### src/rtl/lcd_frame_writer.sv
// Packs the 2-bit pixel stream four to a byte and writes it into the back
// bank of a double-buffered framebuffer, swapping banks after each frame.
module lcd_frame_writer #(
   parameter int H_PIXELS        = 160,
   parameter int V_PIXELS        = 144,
   parameter int PIX_PER_WORD    = 4,
   parameter int WORDS_PER_FRAME = 5760,
   parameter int FB_ADDR_WIDTH   = 14,
   parameter int BUF_DEPTH       = 4
) (
   input  logic                     clk_in,
   input  logic                     rst_in,
   input  logic                     lcd_on_in,
   input  logic                     frame_start_in,
   input  logic [1:0]               pixel_in,
   input  logic                     pixel_valid_in,
   output logic [FB_ADDR_WIDTH-1:0] fb_addr_out,
   output logic [7:0]               fb_data_out,
   output logic                     fb_valid_out,
   input  logic                     fb_ready_in,
   output logic                     front_bank_out,
   output logic                     frame_done_out,
   output logic                     overflow_out
);

   localparam int AW = FB_ADDR_WIDTH;
   localparam int PW = $clog2(BUF_DEPTH);
   localparam int CW = PW + 1;

   typedef enum logic [1:0] {
      IDLE,
      ACTIVE,
      DRAIN
   } state_t;

   typedef struct packed {
      logic [AW-1:0] addr;
      logic [7:0]    data;
   } fb_word_t;

   state_t        state;
   logic [7:0]    x_cnt;
   logic [7:0]    y_cnt;
   logic [5:0]    pack_q;
   logic [AW-1:0] word_addr;

   fb_word_t      buf_q [BUF_DEPTH];
   logic [PW-1:0] wr_ptr;
   logic [PW-1:0] rd_ptr;
   logic [CW-1:0] cnt_q;

   logic          buf_empty;
   logic          buf_full;
   logic          pop;
   logic          push;
   logic          drop;
   logic          start_ok;
   logic          take_pix;
   logic          word_done;
   logic          last_pix;
   logic          swap;
   logic          stray;
   logic [AW-1:0] base_next;
   logic [PW-1:0] rd_next;
   logic [CW-1:0] cnt_left;
   logic [CW-1:0] cnt_next;
   fb_word_t      new_word;

   always_comb begin
      buf_empty = (cnt_q == '0);
      buf_full  = (cnt_q == CW'(BUF_DEPTH));
      pop       = !buf_empty && fb_ready_in;
      start_ok  = frame_start_in && lcd_on_in;
      take_pix  = (state == ACTIVE) && lcd_on_in
                  && !frame_start_in && pixel_valid_in;
      word_done = take_pix
                  && (x_cnt[1:0] == 2'(PIX_PER_WORD - 1));
      last_pix  = take_pix
                  && (x_cnt == 8'(H_PIXELS - 1))
                  && (y_cnt == 8'(V_PIXELS - 1));
      push      = word_done && (!buf_full || pop);
      drop      = word_done && buf_full && !pop;
      swap      = (state == DRAIN) && lcd_on_in && buf_empty;
      stray     = pixel_valid_in && !start_ok
                  && (((state == IDLE) && lcd_on_in)
                      || (state == DRAIN));
      // a frame starting on the swap cycle targets the bank just vacated
      base_next = (swap ? front_bank_out : !front_bank_out)
                  ? AW'(WORDS_PER_FRAME) : '0;
      new_word  = {word_addr, pixel_in, pack_q};
      rd_next   = rd_ptr + PW'(pop);
      cnt_left  = cnt_q - CW'(pop);
      cnt_next  = cnt_left + CW'(push);
   end

   always_ff @(posedge clk_in or negedge rst_in) begin
      if (!rst_in) begin
         state          <= IDLE;
         x_cnt          <= '0;
         y_cnt          <= '0;
         pack_q         <= '0;
         word_addr      <= '0;
         front_bank_out <= 1'b0;
         frame_done_out <= 1'b0;
      end else begin
         frame_done_out <= swap;
         if (swap) begin
            front_bank_out <= !front_bank_out;
         end
         if (!lcd_on_in) begin
            state  <= IDLE;
            x_cnt  <= '0;
            y_cnt  <= '0;
            pack_q <= '0;
         end else if (frame_start_in) begin
            state     <= ACTIVE;
            y_cnt     <= '0;
            word_addr <= base_next;
            x_cnt     <= pixel_valid_in ? 8'd1 : 8'd0;
            pack_q    <= {4'b0, pixel_valid_in ? pixel_in : 2'b00};
         end else begin
            unique case (state)
               IDLE: state <= IDLE;
               ACTIVE: begin
                  if (pixel_valid_in) begin
                     case (x_cnt[1:0])
                        2'd0:    pack_q[1:0] <= pixel_in;
                        2'd1:    pack_q[3:2] <= pixel_in;
                        2'd2:    pack_q[5:4] <= pixel_in;
                        default: pack_q      <= pack_q;
                     endcase
                     if (word_done) begin
                        word_addr <= word_addr + AW'(1);
                     end
                     if (x_cnt == 8'(H_PIXELS - 1)) begin
                        x_cnt <= '0;
                        if (y_cnt != 8'(V_PIXELS - 1)) begin
                           y_cnt <= y_cnt + 8'd1;
                        end
                     end else begin
                        x_cnt <= x_cnt + 8'd1;
                     end
                     if (last_pix) begin
                        state <= DRAIN;
                     end
                  end
               end
               DRAIN: begin
                  if (buf_empty) begin
                     state <= IDLE;
                  end
               end
               default: state <= IDLE;
            endcase
         end
      end
   end

   always_ff @(posedge clk_in or negedge rst_in) begin
      if (!rst_in) begin
         overflow_out <= 1'b0;
      end else if (start_ok) begin
         overflow_out <= 1'b0;
      end else if (drop || stray) begin
         overflow_out <= 1'b1;
      end
   end

   always_ff @(posedge clk_in) begin
      if (push) begin
         buf_q[wr_ptr] <= new_word;
      end
   end

   // head is re-registered every cycle so the port holds while stalled
   always_ff @(posedge clk_in or negedge rst_in) begin
      if (!rst_in) begin
         wr_ptr       <= '0;
         rd_ptr       <= '0;
         cnt_q        <= '0;
         fb_valid_out <= 1'b0;
         fb_addr_out  <= '0;
         fb_data_out  <= '0;
      end else begin
         wr_ptr       <= wr_ptr + PW'(push);
         rd_ptr       <= rd_next;
         cnt_q        <= cnt_next;
         fb_valid_out <= (cnt_next != '0);
         if (cnt_left != '0) begin
            fb_addr_out <= buf_q[rd_next].addr;
            fb_data_out <= buf_q[rd_next].data;
         end else if (push) begin
            fb_addr_out <= new_word.addr;
            fb_data_out <= new_word.data;
         end
      end
   end

endmodule
### config.mk
export PLATFORM = sky130hd
export DESIGN_NAME = lcd_frame_writer
export DESIGN_NICKNAME = d
export VERILOG_FILES = /design/src/rtl/lcd_frame_writer.sv
export SDC_FILE = /design/constraint.sdc
export NUM_CORES = 1
export LEC_CHECK = 0
export BUFFER_PORTS_ARGS = -buffer_cell sky130_fd_sc_hd__buf_2
export CAP_MARGIN = 5
export CORE_MARGIN = 2
export CORE_UTILIZATION = 50
export DETAILED_ROUTE_END_ITERATION = 16
export PLACE_DENSITY = 0.67
export SLEW_MARGIN = 20
export SYNTH_ARGS = -nofsm -noshare
export SYNTH_HDL_FRONTEND = slang
export SYNTH_SLANG_ARGS = --single-unit
### constraint.sdc
create_clock -name clk_in -period 9.6 [get_ports clk_in]
set_clock_uncertainty 0.05 [all_clocks]
set_input_delay 0.48 -clock clk_in [delete_from_list [all_inputs] [get_ports clk_in]]
set_output_delay 0.48 -clock clk_in [all_outputs]
set_load 0.02 [all_outputs]
==> results of run 1 <==
layer usage:
layer  GRT usage [%]  part of all wire, %
met1           28.17                   44
met3           4.670                  4.8
met2           32.24                   49
met5               0                    0
met4           5.959                  1.2
power groups by stage:
| stage | Sequential (mW) | Clock [mW] | Combinational [mW] |
|---|---|---|---|
| after global placement | 0.845 | 0 | 0.534 |
| final | 0.833 | 0.713 | 0.542 |
| after floorplan | 0.893 | 0 | 0.353 |
| after detailed placement | 0.849 | 0 | 0.546 |
| after CTS | 0.836 | 0.724 | 0.553 |
| after global routing | 0.843 | 0.752 | 0.598 |
registers in the layout, summed over array words and instances, names as in the netlist, 2 cells and up:
signal	cells
state	2
rd_ptr	2
y_cnt	8
x_cnt	8
buf_q	88
wr_ptr	2
word_addr	14
cnt_q	3
pack_q	6
fb_addr_out	14
fb_data_out	8
kinds of logic (layout without fill, tap and decap cells):
logic type	after synthesis	after routing
buffers and inverters	35	81
xor gates and xnor gates	13	13
adders and majority gates	12	12
and+or+nand+nor	141	141
muxes	48	48
DFF	159	159
AOI/OAI and AO/OA	71	71
worst reg2reg max path: cells and delay by family (launching register included):
kind	cells	cell delay [ns]
buffers and inverters	2	0.76
adders and majority gates	1	0.26
DFF	1	0.45
and+or+nand+nor	3	1.76
Yosys cell counts, types with 6 or more instances:
cell type and instances:
clkbuf_1 12, xor2_1 7, edfxtp_1 88, buf_2 7
and3_1 9, nor2_1 37, nand2_1 26, mux2i_1 25
mux4_2 22, a21oi_1 38, nand3_1 22, inv_1 11
ha_1 12, o21ai_0 9, dfrtp_1 71, xnor2_1 6
or3_1 7
cell type report:
type	instances	area share, %
clock buffers	17	5.495
clock inverters	15	2.667
inverters	11	0.5334
multi-input cells	285	28.72
flip-flops and latches	159	57.09
well taps	176	2.845
repair buffers	38	2.651
stage by stage:
step / std cells / setup WS, ns / power (mW) / instance area (sq um)
3_3_place_gp: 669 / 5.602 / 1.378 / 7102
2_1_floorplan: 479 / 6.098 / 1.246 / 6784
5_1_grt: 701 / 5.683 / 2.193 / 7741
3_5_place_dp: 669 / 5.474 / 1.395 / 7107
4_1_cts: 701 / 5.899 / 2.113 / 7739
6_report: 701 / 5.954 / 2.088 / 7741
final timing paths:
check / slack (ns) / depth (start not counted) / from / endpoint
min: 0.13 / 1 / rst_in / fb_addr_out[11]
min reg2reg: 0.45 / 2 / overflow_out / overflow_out
max reg2reg: 6.00 / 6 / x_cnt[1] / buf_q[0][8]
max in group asynchronous: 8.73 / 1 / rst_in / y_cnt[5]
max: 5.95 / 6 / lcd_on_in / buf_q[0][8]
min in group clk_in: 0.33 / 3 / pixel_valid_in / x_cnt[0]
==> impl_metrics.csv, run 1 <==
group,metric,value,unit
setup_path,crit_family,"simple AND/OR/NAND/NOR gates",
place,routabilityCongestion,0.8259,
clock_tree,numCtsBuffers,17,
clock_tree,cts_resized,0,
timing,fin_setup_tns,0,ns
finish,postLayoutCoreUtil,58.46,%
clock_tree,tritoncts,"built",
synth,ys_ff_latch,159,
clock_tree,cts-hold-fix-buffers,0,
synth,synth.lib_cells_used.distinct,53,
synth,postSynthAreaPerCell,14.16,sq um
power_and_ir_drop,p_leak,2.879,nW
synth,synthAdderAreaFrac,2.213,%
setup_path,path_common_cell,"buf_4",
synth,synth_top_area_cell,"edfxtp_1",
clock_tree,h-tree-depth,4,
setup_path,worst-path-buf-inv,3,
timing,post-route-min-period,3.646,ns
finish,insertedDiodeCount,0,
synth,syn-cell-area,0.006784,sq mm
setup_path,critPathLaunchType,"input pin",
floorplan,die-area,0.01452,sq mm
grt,antenna_found_initial,0,
setup_path,critPathSlowestCell,"nor3_4",
synth,synth_edf_count,88,
outcome,status,"completed",
synth,ys_seq_area_share,65.14,%
synth,synth_compound_area_share,6.252,%
timing,rsz0062_at_grt,"false",
synth,synthSimpleGateAreaFrac,11.05,%
setup_path,worstPathArrival,3.72,ns
synth,yosys_warnings,0,
routing,ant_nets,0,
synth,ys.flop_type,"edfxtp_1",
power_and_ir_drop,ir_drop,161.2,uV
timing,hold_ws,0.1337,ns
clock_tree,clock-sinks,159,
floorplan,fp-row-count,42,
synth,synth_mux_area_share,11.16,%
clock_tree,path_clk_slew,0.06,ns
grt,grt_pass1_wl,21930,microns
clock_tree,post-cts-setup-buffer-count,0,
timing,period_share,37.98,%
routing,drtPass1Iterations,5,
routing,drtIter0Drc,298,
finish,fillers,1082,
clock_tree,clk_path_buf_depth,2,
setup_path,cp_cell_sequence,"buf_2, nand2b_1, nor3_4, buf_4, nor3b_2, buf_4",
synth,yosys-top-cells-area,"edfxtp_1, dfrtp_1, mux4_2",
grt,grtUsageTotal,20.26,%
synth,yosys.area_share.xor_xnor,1.678,%
finish,ff_latch_area,0.004419,sq mm
clock_tree,root_buffer,"clkbuf_16",
timing,hold_viol_final,0,
timing,setup_violations,0,
finish,layout_common_cells,"edfxtp_1, dfrtp_1, a21oi_1",
grt,grt_max_degree,72,
power_and_ir_drop,p_seq_share,39.9,%
routing,wire_per_inst,19.32,microns
power_and_ir_drop,p_sw_share,30.08,%
finish,syn_to_final_growth,14.11,%
floorplan,dieHeight,120.5,microns
setup_path,worstPathMaxFanout,25,
routing,via_count,4108,
finish,drive_above_1_share,19.24,%
synth,synth_top_family_by_area,"multiplexers",
routing,drc,0,
floorplan,io_pins,34,
floorplan,start_util,51.23,%
flow_run,maxCapViolations,0,
floorplan,coreArea,0.01324,sq mm
setup_path,worstPathRequired,9.67,ns
finish,multi_input_area,0.002223,sq mm
synth,synth.top_cell.area_share,38.95,%
finish,nets,532,
power_and_ir_drop,clockPowerShare,34.1,%
floorplan,die_w,120.5,microns
synth,ys_async_sr_fraction,44.65,%
timing,worst_pin_slew,0.9533,ns
timing,slew-limit-headroom,36.45,%
setup_path,cpPeakStageDelay,0.91,ns
finish,final_common_cell,"edfxtp_1",
clock_tree,clock_latency,0.42,ns
place,io_buffer_count,33,
setup_path,crit_type,"in -> reg",
grt,grt_pass1_vias,4132,
power_and_ir_drop,pwr_density_cell,269.7,mW/mm^2
timing,clock.fmax,274.3,MHz
synth,syn_inst,479,
synth,syn_nets,499,
power_and_ir_drop,p_int,1.460,mW
power_and_ir_drop,power_switching,0.6280,mW
routing,wl,13540,microns
routing,vias_per_cell,5.860,
timing,slew_viol_final,0,
worst_hold_path,hold_class,"in -> async",
power_and_ir_drop,comb_power_share,25.9,%
place,post-dp-hpwl,8730,microns
setup_path,cp-end-kind,"register",
grt,grt.overflow.total,0,
No activity file was read; power rests on OpenSTA's default activity.
==> inputs of run 2 (changes only) <==
clock period = 3.5 ns   (was 9.6 ns; I/O delays follow)
==> run 2 against run 1 <==
Global-route usage rose by 0.31 points. First-iteration DRC count rose by 11%. Hold slack got worse by 0.12 ns. Final cell count rose by 1.4%. Power rose to 2.7 times the previous value. Cell area rose by 0.60%.
==> impl_metrics.csv, run 2 (synthesized netlist as in run 1, its figures left out) <==
group,metric,value,unit
outcome,status,"completed",
finish,largest_register,"buf_q",
routing,ant_nets,0,
setup_path,critPathLaunchType,"register",
clock_tree,clock_latency,0.42,ns
timing,rsz0062_at_grt,"false",
grt,grt_pass1_wl,22400,microns
finish,layout_common_cells,"edfxtp_1, dfrtp_1, a21oi_1",
finish,reg.largest.list,"buf_q (88), fb_addr_out (14), word_addr (14)",
finish,syn_to_final_growth,14.79,%
power_and_ir_drop,ir_drop,414.8,uV
floorplan,io_pins,34,
floorplan,fp-row-count,42,
finish,insertedDiodeCount,0,
clock_tree,root_buffer,"clkbuf_16",
timing,hold_ws,0.01669,ns
clock_tree,clock-sinks,159,
floorplan,start_util,51.23,%
finish,final_cells,711,
timing,period_share,76.03,%
power_and_ir_drop,p_leak,2.891,nW
timing,clock.fmax,375.8,MHz
finish,largest_reg_flops,88,
clock_tree,cts_resized,0,
routing,drtIter0Drc,331,
place,dp_cells,676,
setup_path,worstPathRequired,3.57,ns
finish,postLayoutCoreUtil,58.81,%
setup_path,cp-end-kind,"register",
power_and_ir_drop,pwr_density_cell,722.8,mW/mm^2
grt,grt_pass1_vias,4169,
place,post-dp-hpwl,8657,microns
finish,nets,542,
grt,grt_max_degree,72,
flow_run,maxCapViolations,0,
timing,fin_setup_tns,0,ns
finish,drive_above_1_share,19.07,%
place,io_buffer_count,33,
floorplan,dieHeight,120.5,microns
timing,hold_viol_final,0,
worst_hold_path,hold_class,"in -> reg",
timing,post-route-min-period,2.661,ns
timing,slew-limit-headroom,37.36,%
grt,grt.overflow.total,0,
place,routabilityCongestion,0.8279,
clock_tree,path_clk_slew,0.06,ns
clock_tree,post-cts-setup-buffer-count,0,
grt,antenna_found_initial,0,
finish,final_common_cell,"edfxtp_1",
timing,slew_viol_final,0,
routing,drc,0,
setup_path,crit_type,"reg -> reg",
routing,wl,13460,microns
setup_path,worstPathMaxFanout,25,
routing,vias_per_cell,5.774,
floorplan,die-area,0.01452,sq mm
routing,drtPass1Iterations,4,
grt,grtUsageTotal,20.57,%
floorplan,coreArea,0.01324,sq mm
routing,via_count,4105,
routing,wire_per_inst,18.93,microns
timing,setup_violations,0,
clock_tree,h-tree-depth,4,
setup_path,worstPathArrival,2.73,ns
clock_tree,clk_path_buf_depth,2,
clock_tree,tritoncts,"built",
timing,worst_pin_slew,0.9395,ns
clock_tree,numCtsBuffers,17,
floorplan,die_w,120.5,microns
-- run 2: changes by cell type in the layout (fill, tap and decap cells not counted), moves of 3 or more --
cell	change
clkinvlp_4	+5
inv_6	-4
clkbuf_1	+3
clkinv_4	-3
dlygate4sd3_1	+3
buf_4	+6
-- run 2: power breakdown --
part	leakage [nW]	total, mW	switching (mW)	internal [mW]
logic	0.924	1.49	0.854	0.640
clock network	0.270	1.85	0.716	1.13
registers	1.70	2.29	0.123	2.16
total	2.89	5.63	1.69	3.94
-- run 2: area by class of cell --
cell class	instances	area [sq um]
flip-flops and latches	159	4419
inverters	11	41.29
well taps	176	220.2
clock inverters	11	140.1
repair buffers	48	300.3
multi-input cells	285	2216
clock buffers	21	450.4
fillers	1047	5455
-- run 2: timing repair --
item / CTS / global route
endpoints found under the setup margin: 0 / 0
hold buffers: 3 / 0
hold endpoints to repair: 76 / 0
-- run 2: final timing paths --
path | start | endpoint | slack (ns) | depth (start not counted)
hold / removal | pixel_in[0] | buf_q[3][6] | 0.02 | 1
max in group asynchronous | rst_in | fb_addr_out[12] | 2.40 | 2
hold reg to reg | rd_ptr[1] | rd_ptr[1] | 0.42 | 1
setup reg to reg | x_cnt[1] | buf_q[0][11] | 0.84 | 6
setup / recovery | x_cnt[1] | buf_q[0][11] | 0.84 | 6
min in group asynchronous | rst_in | y_cnt[3] | 0.39 | 2
-- run 2: metrics by stage --
stage	worst slack [ns]	power (mW)	instance area, sq um
2_1_floorplan	0.7143	3.418	6789
3_3_place_gp	0.9950	3.788	7167
3_5_place_dp	0.8373	3.837	7167
4_1_cts	0.8348	5.688	7787
5_1_grt	0.7036	5.924	7787
6_report	0.8390	5.629	7787
-- run 2: critical path, cell delays in order (launching register included) --
cell,delay [ns]
dfrtp_1,0.46
ha_1,0.26
nand4b_2,0.24
nor3_4,0.31
buf_4,0.46
nor3b_2,0.29
buf_4,0.27
-- run 2: layer usage --
| metal | routed length [microns] | vias to the layer above | track usage, % |
|---|---|---|---|
| met2 | 6551 | 105 | 32.66 |
| met3 | 676 | 19 | 5.189 |
| met4 | 181 | 0 | 6.105 |
| li1 | - | 1898 | - |
| met5 | 0 | - | 0 |
| met1 | 6051 | 2083 | 28.33 |
